<file path="src/rtl/mcp_src_launcher.sv">
`default_nettype none
// ============================================================================
//  Module      : mcp_src_launcher
//  Description : Source-domain launcher for a multi-cycle-path bus
//                synchronizer. Accepts one word over valid/ready and
//                registers it onto unsync_bus. It then drives bus_enable
//                high for HOLD_CYCLES and low for GAP_CYCLES before it
//                accepts the next word.
//  Revision    : 1.0 - initial release
// ============================================================================
module mcp_src_launcher #(
   parameter int DATA_WIDTH  = 8,
   parameter int HOLD_CYCLES = 4,   // must be >= 1
   parameter int GAP_CYCLES  = 2    // must be >= 1
) (
   input  logic                  CLK,
   input  logic                  RST,
   input  logic [DATA_WIDTH-1:0] in_data,
   input  logic                  in_valid,
   output logic                  in_ready,
   output logic [DATA_WIDTH-1:0] unsync_bus,
   output logic                  bus_enable,
   output logic                  busy
);

   // Counter holds at most max(HOLD,GAP)-1; never narrower than one bit.
   localparam int MAX_CYC = (HOLD_CYCLES > GAP_CYCLES) ? HOLD_CYCLES : GAP_CYCLES;
   localparam int CNT_W   = (MAX_CYC > 1) ? $clog2(MAX_CYC) : 1;

   localparam logic [CNT_W-1:0] HOLD_LOAD = CNT_W'(HOLD_CYCLES - 1);
   localparam logic [CNT_W-1:0] GAP_LOAD  = CNT_W'(GAP_CYCLES - 1);
   localparam logic [CNT_W-1:0] CNT_ONE   = CNT_W'(1);

   typedef enum logic [1:0] {
      ST_IDLE = 2'b00,
      ST_HOLD = 2'b01,
      ST_GAP  = 2'b10
   } state_t;

   state_t           state;
   state_t           state_nxt;
   logic [CNT_W-1:0] cnt;
   logic [CNT_W-1:0] cnt_nxt;
   logic             accept;
   logic             enable_nxt;

   // Ready and busy decode from the state register only; in_valid only gates the load.
   assign in_ready = (state == ST_IDLE);
   assign busy     = (state != ST_IDLE);
   assign accept   = in_valid & in_ready;

   // Next-state, counter and next-enable decode for the IDLE/HOLD/GAP sequence.
   always_comb begin
      state_nxt  = ST_IDLE;
      cnt_nxt    = cnt;
      enable_nxt = 1'b0;
      case (state)
         ST_IDLE: begin
            if (accept) begin
               state_nxt  = ST_HOLD;
               cnt_nxt    = HOLD_LOAD;
               enable_nxt = 1'b1;
            end else begin
               state_nxt  = ST_IDLE;
            end
         end
         ST_HOLD: begin
            if (cnt == '0) begin
               state_nxt  = ST_GAP;
               cnt_nxt    = GAP_LOAD;
            end else begin
               state_nxt  = ST_HOLD;
               cnt_nxt    = cnt - CNT_ONE;
               enable_nxt = 1'b1;
            end
         end
         ST_GAP: begin
            if (cnt == '0) begin
               state_nxt  = ST_IDLE;
            end else begin
               state_nxt  = ST_GAP;
               cnt_nxt    = cnt - CNT_ONE;
            end
         end
         default: begin
            // Unreachable encoding: return to IDLE with a cleared counter.
            state_nxt  = ST_IDLE;
            cnt_nxt    = '0;
         end
      endcase
   end

   // State, counter and enable registers; the enable is a direct flop output so it cannot glitch.
   always_ff @(posedge CLK or negedge RST) begin
      if (!RST) begin
         state      <= ST_IDLE;
         cnt        <= '0;
         bus_enable <= 1'b0;
      end else begin
         state      <= state_nxt;
         cnt        <= cnt_nxt;
         bus_enable <= enable_nxt;
      end
   end

   // Launched word changes only on accept, so it is stable for the whole HOLD and GAP.
   always_ff @(posedge CLK or negedge RST) begin
      if (!RST) begin
         unsync_bus <= '0;
      end else if (accept) begin
         unsync_bus <= in_data;
      end
   end

endmodule
`default_nettype wire

</file>
<file path="config.mk">
export PLATFORM = sky130hd
export DESIGN_NAME = mcp_src_launcher
export DESIGN_NICKNAME = d
export VERILOG_FILES = /design/src/rtl/mcp_src_launcher.sv
export SDC_FILE = /design/constraint.sdc
export NUM_CORES = 1
export LEC_CHECK = 0
export CAP_MARGIN = 20
export CORE_AREA = 2 2 41 43
export CTS_CLUSTER_SIZE = 28
export DETAILED_ROUTE_END_ITERATION = 12
export DIE_AREA = 0 0 43 45
export PLACE_DENSITY = 0.72
export SYNTH_ARGS = -nofsm -noshare
export SYNTH_HDL_FRONTEND = slang
export SYNTH_SLANG_ARGS = --single-unit
</file>
<file path="constraint.sdc">
create_clock -name CLK -period 3.3 [get_ports CLK]
set_input_delay 0.66 -clock CLK [delete_from_list [all_inputs] [get_ports CLK]]
set_output_delay 0.66 -clock CLK [all_outputs]
set_load 0.02 [all_outputs]
</file>
# After elaboration in Yosys (flattened, before gate mapping)
# Index checks and enable logic that the tools add are counted.
# classes
n_reduce_logical,4
add_sub_neg,1
n_bitwise,1
n_mux,11
eq_ne,4
# op_table
cell,n
2-bit case mux with 3 select lines,2
2-bit two-way mux,5
2-bit logical NOT,2
1-bit two-way mux,3
2-bit by 1-bit equality test with 1-bit output (second input constant),1
2-bit equality test (second input constant),1
2-bit by 1-bit inequality test with 1-bit output (second input constant),1
2-bit inequality test (second input constant),1
1-bit case mux with 2 select lines,1
2-bit AND reduction,1
2-bit nonzero test,1
2-bit by 1-bit subtractor with 2-bit output (second input constant),1
1-bit bitwise AND,1
# word_totals
out_inout_bits,11
reg_bits,13
in_bits,11

# Logic depth before layout (Yosys ltp)
# Gate-level depths: netlist of the first run.
# logic_depth
ltp_word,4
mapped_depth,5
ltp_nobuf,5

# Worst setup path after synthesis of the first run
# No wires, ideal clock.
# synth_path
path_kind,register -> output
startpoint,register state[1]
endpoint,output busy
path_buffers,1
path_stages_with_launch,4
setup_slack_ns,1.717
arrival_time_ns,0.923
t_required_ns,2.640
cell_sequence,dfrtp_1 > buf_2 > nor2_2 > inv_1
# synth_between
elab_chain_len,1
# synth_rtl
item,line_no,text
"start, declared",40,state_t state;
"start signal, assigned",100,state <= state_nxt;
2-bit nonzero test,49,assign busy = (state != ST_IDLE);
"end, declared",23,output logic busy
# Every way passes these cells.

# Final worst setup path of the first run
# layout_path
startpoint,register state[0]
endpoint,output in_ready
# layout_between
elab_chain_len,1
# layout_rtl
item,line_no,text
2-bit logical NOT,48,assign in_ready = (state == ST_IDLE);
"end, declared",20,"output logic in_ready,"
# Every way passes these cells.

==> insert_results.sql, run 1 <==
INSERT INTO impl_metrics (metric_group, metric, value, unit) VALUES
('status', 'run_status', 'complete, no violations', ''),
('logic_synthesis', 'ys_ff_latch', '13', ''),
('cells_and_area', 'finish.net_count', '84', ''),
('cells_and_area', 'fillers', '140', ''),
('power', 'cellLeakagePower', '0.3929', 'nW'),
('clocking', 'post-cts-setup-buffers', '0', ''),
('sta', 'layout_min_cycle_time', '2.210', 'ns'),
('global_route', 'grt_start_max_net_pins', '14', ''),
('cells_and_area', 'p_r_area_growth_vs_syn', '38.55', '%'),
('drt', 'detail_route.iter0.violations', '3', ''),
('place', 'io_buffers', '21', ''),
('sta', 'final_min_period_over_clock_period', '0.6696', ''),
('global_route', 'grt_first_pass_wirelength', '1987', 'um'),
('floorplanning', 'dieWidth', '43', 'um'),
('critical_path', 'worst_r2r_path_depth', '3', ''),
('logic_synthesis', 'netlist.top_cell.by_area', 'sky130_fd_sc_hd__dfrtp_1', ''),
('place', 'sum_of_net_half_perimeters_after_detailed_placement', '825.6', 'um'),
('drt', 'vias_per_cell', '4.965', ''),
('critical_path', 'r2r-start', 'state[0]', ''),
('min_path', 'whs_path_depth', '1', ''),
('sta', 'tns', '0', 'ns'),
('drt', 'drtPass1Iterations', '3', ''),
('logic_synthesis', 'syn-instance-count', '47', ''),
('logic_synthesis', 'netlist.area_leader.share', '0.5221', ''),
('critical_path', 'critPathLaunchType', 'register', ''),
('global_route', 'grt_pass1_vias', '431', ''),
('clocking', 'ctsRootBufferMaster', 'sky130_fd_sc_hd__clkbuf_4', ''),
('clocking', 'worstSkewPairLatency', '0.27', 'ns'),
('critical_path', 'cp.arrival', '1.55', 'ns'),
('floorplanning', 'placeableCoreArea', '0.001471', 'mm2'),
('clocking', 'clock_tree_from_tritoncts', 'yes', ''),
('logic_synthesis', 'yosysSeqAreaShare', '0.5221', ''),
('clocking', 'hold_buffers', '0', ''),
('sta', 'rsz0062_at_grt', 'no', ''),
('clocking', 'cts_inserted_buffers', '3', ''),
('place', 'place.detailed.instances', '82', ''),
('logic_synthesis', 'syn_avg_cell_area', '13.26', 'um2'),
('drt', 'total_routed_length', '1123', 'um'),
('global_route', 'antenna_found_initial', '0', ''),
('sta', 'hold_viol', '0', ''),
('clocking', 'cts.sinks', '13', ''),
('logic_synthesis', 'synthArstFlopShare', '1.000', ''),
('drt', 'num_vias', '427', ''),
('power', 'internal-power', '0.0005608', 'W'),
('global_route', 'grt_util_all_layers', '0.1463', ''),
('clocking', 'number_of_gates_given_a_new_drive_strength_after_cts', '0', ''),
('sta', 'tightestPinTransition', '0.5994', 'ns'),
('min_path', 'hp-start', 'unsync_bus[0]', ''),
('sta', 'worst_slew_margin_rel', '0.5991', ''),
('power', 'power.share.switching', '0.3666', ''),
('place', 'place.gp.congestion', '0.6968', ''),
('cells_and_area', 'layout_commonest_cell', 'sky130_fd_sc_hd__clkdlybuf4s50_1', ''),
('clocking', 'htree_num_levels', '1', ''),
('floorplanning', 'initial_utilization', '0.4235', ''),
('critical_path', 'worst_setup_path_end_kind', 'output pin', ''),
('logic_synthesis', 'synth.net_count', '60', ''),
('critical_path', 'critPathRequiredTime', '2.64', 'ns'),
('power', 'cellPowerDensity', '1026', 'mW/mm2'),
('cells_and_area', 'layoutNonFillerInstCount', '86', ''),
('min_path', 'min-delay-path-class', 'reg2reg', ''),
('clocking', 'worst_setup_hold_path_clk_slew', '0.07', 'ns'),
('power', 'share_seq_of_total_power', '0.340', ''),
('drt', 'post-route-drc-count', '0', ''),
('cells_and_area', 'post_route_cells_drive_above_1_share', '0.2143', ''),
('logic_synthesis', 'synth.distinct_cells', '24', ''),
('critical_path', 'critical_path.reg2reg.endpoint', 'unsync_bus[0]', ''),
('power', 'pwr_total', '0.0008854', 'W'),
('floorplanning', 'number_of_placement_rows', '14', ''),
('sta', 'clock_skew', '0.01072', 'ns'),
('power', 'switching_power', '0.0003246', 'W'),
('drt', 'wire_per_inst', '13.06', 'um');
-- flip-flops by register name (all words and copies together) (netlist names) --
register / count
unsync_bus: 8
bus_enable: 1
state: 2
cnt: 2
-- power groups by stage --
stage / Clock [W] / Combinational (W) / Sequential [W]
6_report: 0.0000981 / 0.000486 / 0.000301
5_1_grt: 0.000116 / 0.000525 / 0.000314
4_1_cts: 0.000102 / 0.000494 / 0.000300
3_5_place_dp: 0 / 0.000491 / 0.000303
3_3_place_gp: 0 / 0.000485 / 0.000297
2_1_floorplan: 0 / 0.000249 / 0.000361
-- per-stage QoR --
stage / utilization / area, um2 / worst slack, ns
after CTS: 0.5867 / 863.3 / 1.074
after floorplan: - / 623.1 / 1.717
after detailed placement: 0.5689 / 837.1 / 1.379
final: 0.5867 / 863.3 / 1.090
after global placement: 0.5689 / 837.1 / 1.407
after global routing: 0.5867 / 863.3 / 0.9958
-- cells in the mapped netlist, types with 2 or more instances --
| master | count |
|---|---|
| sky130_fd_sc_hd__dfrtp_1 | 13 |
| sky130_fd_sc_hd__mux2_4 | 8 |
| sky130_fd_sc_hd__nor2_1 | 2 |
| sky130_fd_sc_hd__ha_1 | 2 |
| sky130_fd_sc_hd__inv_1 | 3 |
-- per-layer routing --
| layer | GRT usage | part of all wire | vias to the layer above |
|---|---|---|---|
| li1 | - | - | 205 |
| met2 | 0.2121 | 0.43 | 17 |
| met5 | 0 | 0 | - |
| met4 | 0.09091 | 0 | 0 |
| met3 | 0.06800 | 0.11 | 0 |
| met1 | 0.1774 | 0.47 | 205 |
-- area by class of cell --
cell class / count / area [um2] / area share
sequential: 13 / 325.3 / 0.3768
multi-input combinational: 28 / 266.5 / 0.3087
timing repair buffer: 21 / 210.2 / 0.2435
clock buffer: 4 / 26.28 / 0.03043
tap: 16 / 20.02 / 0.02319
inverter: 4 / 15.01 / 0.01739
-- critical path, cell delays in order (launching register included) --
cell and delay [ns]:
sky130_fd_sc_hd__dfrtp_1 0.46, sky130_fd_sc_hd__nor2_2 0.19, sky130_fd_sc_hd__clkdlybuf4s50_1 0.63
-- kinds of logic (layout without fill, tap and decap cells) --
| group | Yosys count | count (layout) | share of synthesized area |
|---|---|---|---|
| simple gates | 9 | 9 | 0.08437 |
| compound gates | 6 | 6 | 0.06224 |
| flops | 13 | 13 | 0.5221 |
| fa+ha+maj | 2 | 2 | 0.04015 |
| buf+inv | 6 | 29 | 0.05018 |
| xor+xnor | 1 | 1 | 0.01406 |
| mux | 10 | 10 | 0.2269 |
-- worst max path at each step --
stage	from	end	slack, ns	depth (start not counted)
floorplan	state[1]	busy	1.72	3
global placement	in_valid	unsync_bus[2]	1.41	3
detailed placement	state[0]	in_ready	1.38	2
CTS	state[0]	in_ready	1.07	2
global route	state[0]	in_ready	1.0	2
finish	state[0]	in_ready	1.09	2
Power figures use the tool's default switching activity.
==> inputs of run 2 (changes only) <==
- CORE_AREA: 2 2 41 43 -> 2 2 42 44
- DIE_AREA: 0 0 43 45 -> 0 0 44 46
- PLACE_DENSITY: 0.72 -> 0.68
- clock period: 3.3 -> 2.3 ns (I/O delays scaled with it)
==> insert_results.sql, run 2 (same netlist as run 1, synthesis figures left out) <==
INSERT INTO impl_metrics (metric_group, metric, value, unit) VALUES
('status', 'run_status', 'complete, no violations', ''),
('sta', 'clock_skew', '0.002624', 'ns'),
('global_route', 'grt_first_pass_wirelength', '1821', 'um'),
('place', 'sum_of_net_half_perimeters_after_detailed_placement', '806.9', 'um'),
('clocking', 'htree_num_levels', '1', ''),
('cells_and_area', 'post_route_cells_drive_above_1_share', '0.2143', ''),
('clocking', 'worst_setup_hold_path_clk_slew', '0.07', 'ns'),
('floorplanning', 'initial_utilization', '0.3860', ''),
('critical_path', 'worst-setup-path-type', 'reg2out', ''),
('cells_and_area', 'reg_top3', 'unsync_bus: 8 flops, cnt: 2 flops, state: 2 flops', ''),
('floorplanning', 'number_of_placement_rows', '15', ''),
('critical_path', 'crit_fanout', '7', ''),
('sta', 'tns', '0', 'ns'),
('power', 'cellPowerDensity', '1463', 'mW/mm2'),
('cells_and_area', 'final_cell_mix', 'sky130_fd_sc_hd__clkdlybuf4s50_1 (21), sky130_fd_sc_hd__dfrtp_1 (13), sky130_fd_sc_hd__mux2_4 (8), sky130_fd_sc_hd__inv_1 (3), sky130_fd_sc_hd__clkbuf_4 (3)', ''),
('cells_and_area', 'finish.net_count', '84', ''),
('power', 'switching_power', '0.0004581', 'W'),
('drt', 'antenna_violating_nets_post_route', '0', ''),
('clocking', 'cts_max_path_buffers', '2', ''),
('power', 'power.share.switching', '0.3623', ''),
('sta', 'report.final.slew_viol_count', '0', ''),
('critical_path', 'worst_setup_path_end_kind', 'output pin', ''),
('sta', 'tightestPinTransition', '0.5648', 'ns'),
('power', 'internal-power', '0.0008064', 'W'),
('power', 'pwr-share-comb', '0.553', ''),
('sta', 'max_clock_freq', '499.8', 'MHz'),
('sta', 'rsz0062_at_grt', 'no', ''),
('clocking', 'ctsRootBufferMaster', 'sky130_fd_sc_hd__clkbuf_4', ''),
('floorplanning', 'die_height', '46', 'um'),
('clocking', 'cts_inserted_buffers', '3', ''),
('clocking', 'number_of_gates_given_a_new_drive_strength_after_cts', '0', ''),
('run', 'maxCapViolCount', '0', ''),
('sta', 'worst_slew_margin_rel', '0.6223', ''),
('cells_and_area', 'num_antenna_cells', '0', ''),
('floorplanning', 'io-pin-count', '22', ''),
('power', 'clockPowerShare', '0.107', ''),
('global_route', 'grt_start_max_net_pins', '14', ''),
('critical_path', 'critPathRequiredTime', '1.84', 'ns'),
('power', 'cellLeakagePower', '0.3929', 'nW'),
('drt', 'total_routed_length', '1089', 'um'),
('power', 'share_seq_of_total_power', '0.340', ''),
('power', 'pwr_total', '0.001265', 'W'),
('place', 'io_buffers', '21', ''),
('sta', 'hold_viol', '0', ''),
('clocking', 'post-cts-setup-buffers', '0', ''),
('global_route', 'antenna_found_initial', '0', ''),
('cells_and_area', 'largest_register_ffs', '8', ''),
('sta', 'setup_viol_count_final', '0', ''),
('cells_and_area', 'registers.top_by_ff_count', 'unsync_bus', ''),
('cells_and_area', 'p_r_area_growth_vs_syn', '38.75', '%'),
('floorplanning', 'placeableCoreArea', '0.001614', 'mm2'),
('drt', 'vias_per_cell', '4.782', ''),
('drt', 'drtPass1Iterations', '3', ''),
('cells_and_area', 'layout_commonest_cell', 'sky130_fd_sc_hd__clkdlybuf4s50_1', ''),
('critical_path', 'critPathLaunchType', 'register', ''),
('place', 'place.gp.congestion', '0.7640', ''),
('clocking', 'cts.sinks', '13', ''),
('global_route', 'grt_pass1_vias', '413', ''),
('global_route', 'grt_overflow', '0', ''),
('drt', 'detail_route.iter0.violations', '4', ''),
('cells_and_area', 'fillers', '135', ''),
('clocking', 'worstSkewPairLatency', '0.26', 'ns'),
('clocking', 'clock_tree_from_tritoncts', 'yes', ''),
('min_path', 'min-delay-path-class', 'reg2reg', ''),
('sta', 'layout_min_cycle_time', '2.001', 'ns'),
('sta', 'final_min_period_over_clock_period', '0.8699', ''),
('global_route', 'grt_util_all_layers', '0.1290', ''),
('drt', 'num_vias', '416', ''),
('drt', 'wire_per_inst', '12.52', 'um'),
('clocking', 'hold_buffers', '0', ''),
('critical_path', 'cp.arrival', '1.54', 'ns'),
('power', 'vdd_drop_max', '0.5791', 'mV'),
('floorplanning', 'die_area', '0.002024', 'mm2'),
('floorplanning', 'dieWidth', '44', 'um'),
('drt', 'post-route-drc-count', '0', '');
-- run 2: cell counts in the layout (fill, tap and decap cells not counted) --
No cell type changed its count.
-- run 2: layer usage --
layer  GRT usage  part of all wire  vias up
met4           0                 0        0
met1      0.1642              0.46      192
li1            -                 -      209
met2      0.2088              0.45       15
met5           0                 0        -
met3     0.06746             0.084        0
-- run 2: area by class of cell --
cell class	instances	area [um2]	area share
flip-flops and latches	13	325.3	0.3763
multi-input cells	28	266.5	0.3082
repair buffers	21	210.2	0.2431
clock buffers	4	26.28	0.03039
well taps	17	21.27	0.02460
inverters	4	15.01	0.01737
-- run 2: critical path, cell delays in order (launching register included) --
cell	delay, ns
sky130_fd_sc_hd__dfrtp_1	0.46
sky130_fd_sc_hd__nor2_2	0.19
sky130_fd_sc_hd__clkdlybuf4s50_1	0.62
-- run 2: final timing paths --
kind / start / end / slack (ns) / depth (start not counted)
worst max-delay path: state[0] / in_ready / 0.30 / 2
worst min-delay path: unsync_bus[1] / unsync_bus[1] / 0.51 / 1
worst max register to register: state[0] / unsync_bus[3] / 0.96 / 3
worst min register to register: unsync_bus[1] / unsync_bus[1] / 0.51 / 1
max in group asynchronous: RST / cnt[0] / 1.38 / 1
min in group asynchronous: RST / unsync_bus[4] / 0.55 / 1
-- run 2: power groups by stage --
stage | Sequential (W) | Combinational, W | Clock [W]
finish | 0.000429 | 0.000699 | 0.000136
CTS | 0.000431 | 0.000710 | 0.000144
detailed placement | 0.000436 | 0.000702 | 0
floorplan | 0.000518 | 0.000357 | 0
global route | 0.000446 | 0.000754 | 0.000155
global placement | 0.000430 | 0.000694 | 0
-- run 2: per-stage QoR --
step	instance area, um2	utilization	instances	setup slack, ns	hold WS, ns
2_1_floorplan	623.1	-	47	0.8047	0.1644
4_1_cts	864.6	0.5357	87	0.2859	0.5165
6_report	864.6	0.5357	87	0.2991	0.5108
3_5_place_dp	838.3	0.5194	83	0.5881	0.4975
3_3_place_gp	838.3	0.5194	83	0.6056	0.4919
5_1_grt	864.6	0.5357	87	0.2085	0.5309
